[config.mk]
export PLATFORM = sky130hd
export DESIGN_NAME = mem_access_ctrl_flat
export DESIGN_NICKNAME = d
export VERILOG_FILES = /design/src/rtl/mem_access_ctrl_pkg.sv /design/src/rtl/mem_access_ctrl_if.sv /design/src/rtl/mem_access_ctrl_timeout_cnt.sv /design/src/rtl/mem_access_ctrl.sv /design/src/flat_wrapper.sv
export SDC_FILE = /design/constraint.sdc
export NUM_CORES = 1
export LEC_CHECK = 0
export CAP_MARGIN = 5
export CORE_MARGIN = 2
export CORE_UTILIZATION = 28
export DETAILED_ROUTE_END_ITERATION = 8
export PLACE_DENSITY = 0.67
export SLEW_MARGIN = 10
export SYNTH_ARGS = -nofsm -noshare
export SYNTH_HDL_FRONTEND = slang
export SYNTH_SLANG_ARGS = --single-unit
[constraint.sdc]
create_clock -name clk -period 1.3 [get_ports clk]
set_input_delay 0.26 -clock clk [delete_from_list [all_inputs] [get_ports clk]]
set_output_delay 0.26 -clock clk [all_outputs]
set_load 0.02 [all_outputs]
[src/rtl/mem_access_ctrl_pkg.sv]
// Shared definitions for the MEM-stage access controller:
// FSM state encoding, EX/MEM M-field bit positions and the default timeout.
package mem_ctrl_pkg;

    typedef enum logic [1:0] {
        ST_IDLE = 2'd0,
        ST_WAIT = 2'd1,
        ST_DONE = 2'd2
    } mem_state_t;

    localparam int M_BRANCH = 2;
    localparam int M_READ   = 1;
    localparam int M_WRITE  = 0;

    localparam int DEFAULT_TIMEOUT = 15;

    // Branch bit does not touch memory; only MemRead/MemWrite start an access.
    function automatic logic is_mem_access(input logic [2:0] m);
        return m[M_READ] | m[M_WRITE];
    endfunction

endpackage

[src/rtl/mem_access_ctrl_if.sv]
// Memory-side request/ack bus between the access controller (master)
// and the data memory (slave).
interface mem_access_ctrl_if;
    logic        req;
    logic        we;
    logic [31:0] addr;
    logic [31:0] wdata;
    logic        ack;
    logic [31:0] rdata;

    modport master (output req, we, addr, wdata, input ack, rdata);
    modport slave  (input req, we, addr, wdata, output ack, rdata);
endinterface

[src/rtl/mem_access_ctrl_timeout_cnt.sv]
// WAIT-state watchdog: down-counter loaded with LIMIT-1 while idle,
// decremented while enabled; tc flags the LIMIT-th enabled cycle.
// Only built when MEM_ACCESS_TIMEOUT_EN is defined.
module mem_timeout_cnt
    import mem_ctrl_pkg::*;
#(
    parameter int LIMIT = DEFAULT_TIMEOUT
) (
    input  logic clk,
    input  logic rst,
    input  logic clear,
    input  logic enable,
    output logic tc
);

    localparam logic [7:0] LOAD = 8'(LIMIT - 1);

    logic [7:0] cnt_q;

    // Reload on clear, count down toward zero while the access is waiting.
    always_ff @(posedge clk) begin
        if (rst)
            cnt_q <= 8'd0;
        else if (clear)
            cnt_q <= LOAD;
        else if (enable && (cnt_q != 8'd0))
            cnt_q <= cnt_q - 8'd1;
    end

    assign tc = enable && (cnt_q == 8'd0);

endmodule

[src/rtl/mem_access_ctrl.sv]
// MEM-stage memory access controller: turns EX/MEM load/store requests
// into a held req/ack transaction and stalls the front of the pipeline
// until it completes.
// Optional: define MEM_ACCESS_TIMEOUT_EN to abort a WAIT that lasts
// TIMEOUT_CYCLES cycles without ack (err pulse, rdata_out cleared).
//
// state | meaning
// IDLE  | no access pending; a load/store stalls this cycle and is latched
// WAIT  | request held on the bus until ack (or timeout)
// DONE  | pipeline released; rdata_valid / err pulse for one cycle
module mem_access_ctrl
    import mem_ctrl_pkg::*;
#(
    parameter int TIMEOUT_CYCLES = DEFAULT_TIMEOUT
) (
    input  logic              clk,
    input  logic              rst,
    input  logic [2:0]        m_ctrl,
    input  logic [31:0]       alu_addr,
    input  logic [31:0]       wdata_in,
    mem_access_ctrl_if.master mem,
    output logic              stall,
    output logic [31:0]       rdata_out,
    output logic              rdata_valid,
    output logic              err
);

    if ((TIMEOUT_CYCLES < 1) || (TIMEOUT_CYCLES > 255)) begin : g_bad_timeout
        $error("TIMEOUT_CYCLES must lie in 1..255");
    end

    mem_state_t  state_q, state_d;
    logic        latch, capture, timeout_hit, tc;
    logic        we_q;
    logic [31:0] addr_q, wdata_q, rdata_q;

    // State register.
    always_ff @(posedge clk) begin
        if (rst)
            state_q <= ST_IDLE;
        else
            state_q <= state_d;
    end

    // Next state, stall and datapath strobes; ack only matters in WAIT.
    always_comb begin
        state_d     = state_q;
        stall       = 1'b0;
        latch       = 1'b0;
        capture     = 1'b0;
        timeout_hit = 1'b0;
        case (state_q)
            ST_IDLE: begin
                if (is_mem_access(m_ctrl)) begin
                    stall   = 1'b1;
                    latch   = 1'b1;
                    state_d = ST_WAIT;
                end
            end
            ST_WAIT: begin
                stall = 1'b1;
                if (mem.ack) begin
                    capture = 1'b1;
                    state_d = ST_DONE;
                end else if (tc) begin
                    timeout_hit = 1'b1;
                    state_d     = ST_DONE;
                end
            end
            ST_DONE: state_d = ST_IDLE;
            default: state_d = ST_IDLE;
        endcase
        if (rst)
            stall = 1'b0;
    end

    // Request fields latched on entry to WAIT; load data captured on ack.
    // Write wins when MemRead and MemWrite are both set.
    always_ff @(posedge clk) begin
        if (rst) begin
            we_q    <= 1'b0;
            addr_q  <= 32'd0;
            wdata_q <= 32'd0;
            rdata_q <= 32'd0;
        end else begin
            if (latch) begin
                we_q    <= m_ctrl[M_WRITE];
                addr_q  <= alu_addr;
                wdata_q <= wdata_in;
            end
            if (capture && !we_q)
                rdata_q <= mem.rdata;
            else if (timeout_hit)
                rdata_q <= 32'd0;
        end
    end

    assign mem.req   = (state_q == ST_WAIT);
    assign mem.we    = we_q;
    assign mem.addr  = addr_q;
    assign mem.wdata = wdata_q;
    assign rdata_out = rdata_q;

`ifdef MEM_ACCESS_TIMEOUT_EN
    logic to_q;

    mem_timeout_cnt #(.LIMIT(TIMEOUT_CYCLES)) u_timeout (
        .clk    (clk),
        .rst    (rst),
        .clear  (state_q != ST_WAIT),
        .enable (state_q == ST_WAIT),
        .tc     (tc)
    );

    // Remembers that the access now in DONE ended by timeout.
    always_ff @(posedge clk) begin
        if (rst)
            to_q <= 1'b0;
        else
            to_q <= timeout_hit;
    end

    assign err         = (state_q == ST_DONE) && to_q;
    assign rdata_valid = (state_q == ST_DONE) && !we_q && !to_q;
`else
    assign tc          = 1'b0;
    assign err         = 1'b0;
    assign rdata_valid = (state_q == ST_DONE) && !we_q;
`endif

endmodule

[src/flat_wrapper.sv]
// flat-port wrapper written by rule: the top's interface ports become plain ports
module mem_access_ctrl_flat import mem_ctrl_pkg::*;
#(
    parameter int TIMEOUT_CYCLES = DEFAULT_TIMEOUT
)
  (clk, rst, m_ctrl, alu_addr, wdata_in, stall, rdata_out, rdata_valid, err, mem_req, mem_we, mem_addr, mem_wdata, mem_ack, mem_rdata);
  mem_access_ctrl_if mem_i ();
  input  logic clk;
  input  logic rst;
  input  logic [2:0] m_ctrl;
  input  logic [31:0] alu_addr;
  input  logic [31:0] wdata_in;
  output logic stall;
  output logic [31:0] rdata_out;
  output logic rdata_valid;
  output logic err;
  output wire logic [$bits(mem_i.req)-1:0] mem_req;
  output wire logic [$bits(mem_i.we)-1:0] mem_we;
  output wire logic [$bits(mem_i.addr)-1:0] mem_addr;
  output wire logic [$bits(mem_i.wdata)-1:0] mem_wdata;
  input wire logic [$bits(mem_i.ack)-1:0] mem_ack;
  input wire logic [$bits(mem_i.rdata)-1:0] mem_rdata;
  assign mem_req = mem_i.req;
  assign mem_we = mem_i.we;
  assign mem_addr = mem_i.addr;
  assign mem_wdata = mem_i.wdata;
  assign mem_i.ack = mem_ack;
  assign mem_i.rdata = mem_rdata;
  mem_access_ctrl #(.TIMEOUT_CYCLES(TIMEOUT_CYCLES)) u_core (.clk(clk), .rst(rst), .m_ctrl(m_ctrl), .alu_addr(alu_addr), .wdata_in(wdata_in), .mem(mem_i), .stall(stall), .rdata_out(rdata_out), .rdata_valid(rdata_valid), .err(err));
endmodule
## Word-level counts from Yosys, hierarchy flattened

Index checks and enable logic that the tools add are counted.

| storage, ports and cells | value |
|---|---|
| flip-flop bits (word level) | 99 |
| input bits | 102 |
| output and inout port bits | 101 |
| logic and storage cells | 25 |

| cells by class | value |
|---|---|
| eq/ne operators | 4 |
| muxes and demuxes | 10 |
| bitwise gates (word level) | 1 |
| reduce and logical (&&, ||, !) cells | 5 |

Operators with widths:

| operator | number |
|---|---|
| 32-bit 2-to-1 mux | 1 |
| 1-bit 2-to-1 mux | 5 |
| 2-bit 2-to-1 mux | 2 |
| 2-bit by 1-bit != test with 1-bit output (second input constant) | 2 |
| 2-bit case mux with 2 select lines | 1 |
| 2-bit by 1-bit equality test with 1-bit output (second input constant) | 1 |
| 2-bit equality test (second input constant) | 1 |
| 1-bit logical AND | 2 |
| 2-bit zero test | 1 |
| 1-bit case mux with 2 select lines | 1 |
| 2-bit AND reduction | 1 |
| 1-bit zero test | 1 |
| 1-bit OR | 1 |

## Logic depth before layout (Yosys ltp)

| depth | value |
|---|---|
| depth in word-level cells | 4 |
| mapped depth | 5 |
| gate-level depth less buffers | 3 |

## Least setup slack after synthesis

No wires, ideal clock.

| timing path | value |
|---|---|
| kind | input port to output port |
| from | input rst |
| to | output stall |
| arrival time | 1.060 ns |
| data required time | 1.040 ns |
| setup slack | -0.020 ns |
| stages | 3 |
| path buffers | 2 |
| cells stage by stage | clkbuf_1 buf_2 nor3_1 |

| between the ends | value |
|---|---|
| cells in the longest elaborated chain, start to end | 1 |

RTL lines:

| item | RTL line | RTL |
|---|---|---|
| from (decl) | flat_wrapper.sv:9 | `input logic rst;` |
| 1-bit 2-to-1 mux | mem_access_ctrl.sv:73 | `if (rst)` |
| to (decl) | flat_wrapper.sv:13 | `output logic stall;` |

No other way between the ends.

## Worst setup path in the final report

| timing path | value |
|---|---|
| from | register u_core.state_q[0] |
| to | register u_core.rdata_q[30], in the netlist u_core.rdata_out[30] |

| between the ends | value |
|---|---|
| cells in the longest elaborated chain, start to end | 3 |

RTL lines:

| item | RTL line | RTL |
|---|---|---|
| from (decl) | mem_access_ctrl.sv:32 | `mem_state_t state_q, state_d;` |
| from (signal assigned) | mem_access_ctrl.sv:42 | `state_q <= state_d;` |
| 2-bit by 1-bit equality test with 1-bit output | mem_access_ctrl.sv:52 | `case (state_q)` |
| 1-bit 2-to-1 mux | mem_access_ctrl.sv:52 |  |
| 1-bit logical AND | mem_access_ctrl.sv:91 | `if (capture && !we_q)` |
| to (signal assigned) | mem_access_ctrl.sv:92 | `rdata_q <= mem.rdata;` |
| to (decl) | mem_access_ctrl.sv:35 | `logic [31:0] addr_q, wdata_q, rdata_q;` |

No other way between the ends.
A chain may end at the register's enable or synchronous reset.

==> qor_table.md <==
| Group | Result | Reported |
|---|---|---|
| worst setup path | End of the critical path | u_core.rdata_out[30]$_SDFFE_PP0P_ |
| yosys | Post-synthesis area per instance | 9.37 µm² |
| worst setup path | Register-to-register setup slack | -110 ps |
| global routing | Global-route wire length before repair | 19300 µm |
| run status | Violations in the final reports | negative setup slack |
| yosys | Leading area contributor after synthesis | dfxtp_1 |
| clocking | Clock root buffer | clkbuf_16 |
| global routing | Grt ovf | 0 |
| route | Routed length per instance | 14.4 µm |
| sta | Worst Clk Skew | 4.33 ps |
| global routing | Antenna violations before repair | 0 |
| sta | Final setup violating endpoints | 73 |
| sta | Relative slew slack | 0.573 |
| final layout | Area of all placed cells without fillers | 0.00711 mm² |
| yosys | Total nets after synthesis | 540 |
| yosys | Largest cells by area after synthesis | dfxtp_1 48%, nand2b_1 20%, mux2i_1 16%, nand2_1 5.9%, a21oi_1 4.0% |
| clocking | TritonCTS Buffers | 9 |
| final layout | Post-layout nets | 755 |
| final layout | Area delta synth->final | 73.4% |
| clocking | Clock net sink count | 99 |
| worst setup path | Source of the critical timing path | u_core.state_q[0]$_SDFFE_PP0P_ |
| route | Via Count | 3709 |
| yosys | Multiplexer share of the synthesized area | 0.156 |
| yosys | Combined area of all synthesized cells | 0.00410 mm² |
| final layout | Fill cell total of the finished layout | 1346 |
| worst setup path | Number of cells traversed by the worst register-to-register path | 7 |
| sta | Final Cycle Share | 1.09 |
| yosys | Yosys Warn Count | 0 |
| worst setup path | Critical Path Source Type | flip-flop |
| power and ir drop | P per Cell Area | 1130 mW/mm² |
| clocking | H-tree levels | 3 |
| yosys | Fraction of synthesized cell area taken by the top area cell type | 0.483 |
| yosys | Largest family of logic cells by synthesized area | simple AND/OR/NAND/NOR gates |
| sta | Tightest hold margin | 367 ps |
| power and ir drop | Worst vdd rail ir drop | 703 µV |
| worst setup path | Critical Path RT | 1580 ps |
| die | Initial cell density of the core | 0.284 |
| yosys | Register bit count reported by yosys | 99 |
| global routing | GRT Overall Usage | 0.152 |
| global routing | Largest net degree at the start of global routing | 99 |
| route | Initial DRC count | 140 |
| global routing | Number of global-route vias before repair | 3894 |
| run status | Run status | finished, violations left |
| sta | Slew of the pin with the lowest slew margin | 641 ps |
| sta | Fin worst setup slack | -113 ps |
| worst setup path | Startpoint of the most critical register-to-register path | u_core.state_q[0]$_SDFFE_PP0P_ |
| clocking | Clock latency on the worst-skew pair | 340 ps |
| die | Placeable core area | 0.0144 mm² |
| route | Total length of routed wires | 12100 µm |
| sta | Setup repair after global routing missed its margin | true |
| power and ir drop | Switching Share | 0.292 |
| place | Gp weighted congestion | 0.750 |
| flow run | Number of max-cap violations | 0 |
| worst setup path | Critical path peak fanout | 8 |
| clocking | Clock slew at reported path FFs | 70 ps |
| sta | Hold violation count in the final report | 0 |
| clocking | Cts-stage hold buffer count | 0 |
| die | Vertical extent of the die | 125 µm |
| final layout | FF+latch area | 0.00199 mm² |
| place | PortBufs | 200 |
| yosys | Gate count after technology mapping | 438 |
| yosys | Sequential share of the synthesized area | 0.483 |
| die | Area of the die | 0.0156 mm² |
| final layout | Multi-input gate area | 0.00234 mm² |
| worst setup path | Setup CP Type | flip-flop to flip-flop |
| die | # IOs | 203 |
| power and ir drop | Leak Pwr | 3.08 nW |
| final layout | Antenna diode instance count | 0 |
| die | Horiz. Die Dim | 125 µm |
| worst setup path | Worst Path Arrival | 1690 ps |
| final layout | Fraction of final layout cells with drive strength greater than 1 | 0.286 |
| place | Cell area after placement | 0.00644 mm² |
| clocking | Buffer depth of the longest clock path | 2 |
| sta | Maximum clock frequency | 708 MHz |
| yosys | Adder and majority cell fraction of the synthesized area | 0 |
| worst setup path | Destination of the worst register-to-register timing path | u_core.rdata_out[30]$_SDFFE_PP0P_ |
| die | Std-Cell Rows | 44 |
| power and ir drop | Share of total power in combinational logic | 0.255 |
| power and ir drop | Switching power | 0.00234 W |
| yosys | XOR/XNOR Fraction of Synth Area | 0 |
| route | DRT Pass-1 Iters | 4 |
| route | DRC violations left | 0 |
| yosys | Simple-gate area share of the yosys netlist | 0.276 |
| power and ir drop | Internal power | 0.00567 W |
| place | Post-DP HPWL | 8070 µm |
| clocking | TritonCTS clock tree | done |
| sta | Max-slew violations | 0 |
| route | Count of antenna-violating nets left after detailed routing | 0 |
| power and ir drop | Proportion of power drawn by the clock network | 0.320 |
| worst hold path | Worst hold-check path type | input port to flip-flop |
| worst setup path | Critical Path End Type | flip-flop |
| yosys | Complex-gate fraction of the synthesized area | 0.0415 |
| yosys | Distinct cells, synth | 18 |
| route | Vias/cell | 4.40 |
| sta | Final worst path period need | 1410 ps |
| power and ir drop | Sequential cell fraction of total power | 0.424 |
## through the flow
stage	utilization	instances	power, W	setup TNS (ps)	setup WS, ps
floorplan	-	438	0.00434	0	78.0
global placement	0.447	813	0.00533	-30410	-507
detailed placement	0.447	813	0.00537	-33830	-532
CTS	0.496	845	0.00815	-7810	-197
global route	0.493	842	0.00840	-11230	-177
finish	0.493	842	0.00800	-3860	-113
## cells by family (layout without fill, tap and decap cells)
kind of cell | count (synthesis) | in the layout
and+or+nand+nor | 206 | 206
DFF | 99 | 99
muxes | 64 | 64
AOI/OAI and AO/OA | 34 | 34
buffers and inverters | 34 | 254
other | 1 | 1
## Yosys cell counts, drive strengths merged
cell and number:
nand2b 130, dfxtp 99, nand2 65, mux2i 64, a21oi 33, buf 18, clkbuf 16, nor3 3
nor2 2, conb 1, nand4bb 1, nor2b 1, nor3b 1, nor4bb 1, o21ai 1, or3 1
or4b 1
## layout make-up
| class | count | share of cell area |
|---|---|---|
| timing repair buffer | 238 | 0.319 |
| clock buffer | 9 | 0.0317 |
| multi-input combinational | 305 | 0.329 |
| tap | 184 | 0.0324 |
| sequential | 99 | 0.280 |
| clock inverter | 7 | 0.00862 |
## worst max-delay path, cell delays in order, from the launching register on
cell      delay [ps]
dfxtp_4          380
buf_6            110
buf_6             90
nor4bb_4         220
buf_4            200
buf_12           160
nand2_4           50
a21oi_2          130
## per-layer routing
layer	up-vias	part of all wire	track usage
met2	143	0.50	0.267
met5	-	0	0
li1	1838	-	-
met1	1714	0.40	0.170
met4	0	0.013	0.0399
met3	14	0.078	0.0638
## power groups by stage
| stage | logic (W) | clock network [W] | registers (W) |
|---|---|---|---|
| floorplan | 0.000614 | 0 | 0.00373 |
| global placement | 0.00188 | 0 | 0.00345 |
| detailed placement | 0.00190 | 0 | 0.00346 |
| CTS | 0.00208 | 0.00268 | 0.00339 |
| global route | 0.00218 | 0.00279 | 0.00342 |
| finish | 0.00204 | 0.00256 | 0.00340 |
## worst min-delay path by stage
stage	start	to	slack (ps)	cells after the start
floorplan	mem_ack	u_core.state_q[1]$_SDFFE_PP0P_	370	2
global placement	u_core.rdata_out[14]$_SDFFE_PP0P_	u_core.rdata_out[14]$_SDFFE_PP0P_	440	2
detailed placement	u_core.rdata_out[5]$_SDFFE_PP0P_	u_core.rdata_out[5]$_SDFFE_PP0P_	450	2
CTS	rst	u_core.mem.we$_SDFFE_PP0P_	320	4
global route	rst	u_core.mem.we$_SDFFE_PP0P_	360	4
finish	rst	u_core.mem.we$_SDFFE_PP0P_	370	4
## placed cells by master, fill, tap and decap left out, types with 2 or more instances in the layout
cell type,netlist,layout
clkbuf_16,0,9
a21oi_2,0,30
clkinv_4,0,3
buf_6,0,17
dlygate4sd2_1,0,2
a21oi_1,33,3
buf_12,0,10
clkdlybuf4s50_1,0,97
clkbuf_2,0,53
nand2b_1,130,130
buf_4,10,13
nor3_4,0,3
mux2i_1,64,64
nor2_1,2,2
nand2_4,0,29
clkdlybuf4s15_1,0,36
dfxtp_1,99,96
nand2_1,65,34
clkdlybuf4s15_2,0,6
buf_16,0,3
dfxtp_4,0,2
clkinvlp_4,0,2
nand2_2,0,2
## timing repair
action / CTS / global route
endpoints found under the setup margin: 194 / 172
setup buffers: 11 / 3
pin swaps: 20 / 53
gates resized for setup: 246 / 159
cloned: 7 / 0
## sequential cells by signal, indices dropped and copies added (netlist names)
signal,count
u_core.mem.wdata,32
u_core.mem.we,1
u_core.state_q,2
u_core.mem.addr,32
u_core.rdata_out,32
No activity file was read; power rests on OpenSTA's default activity.
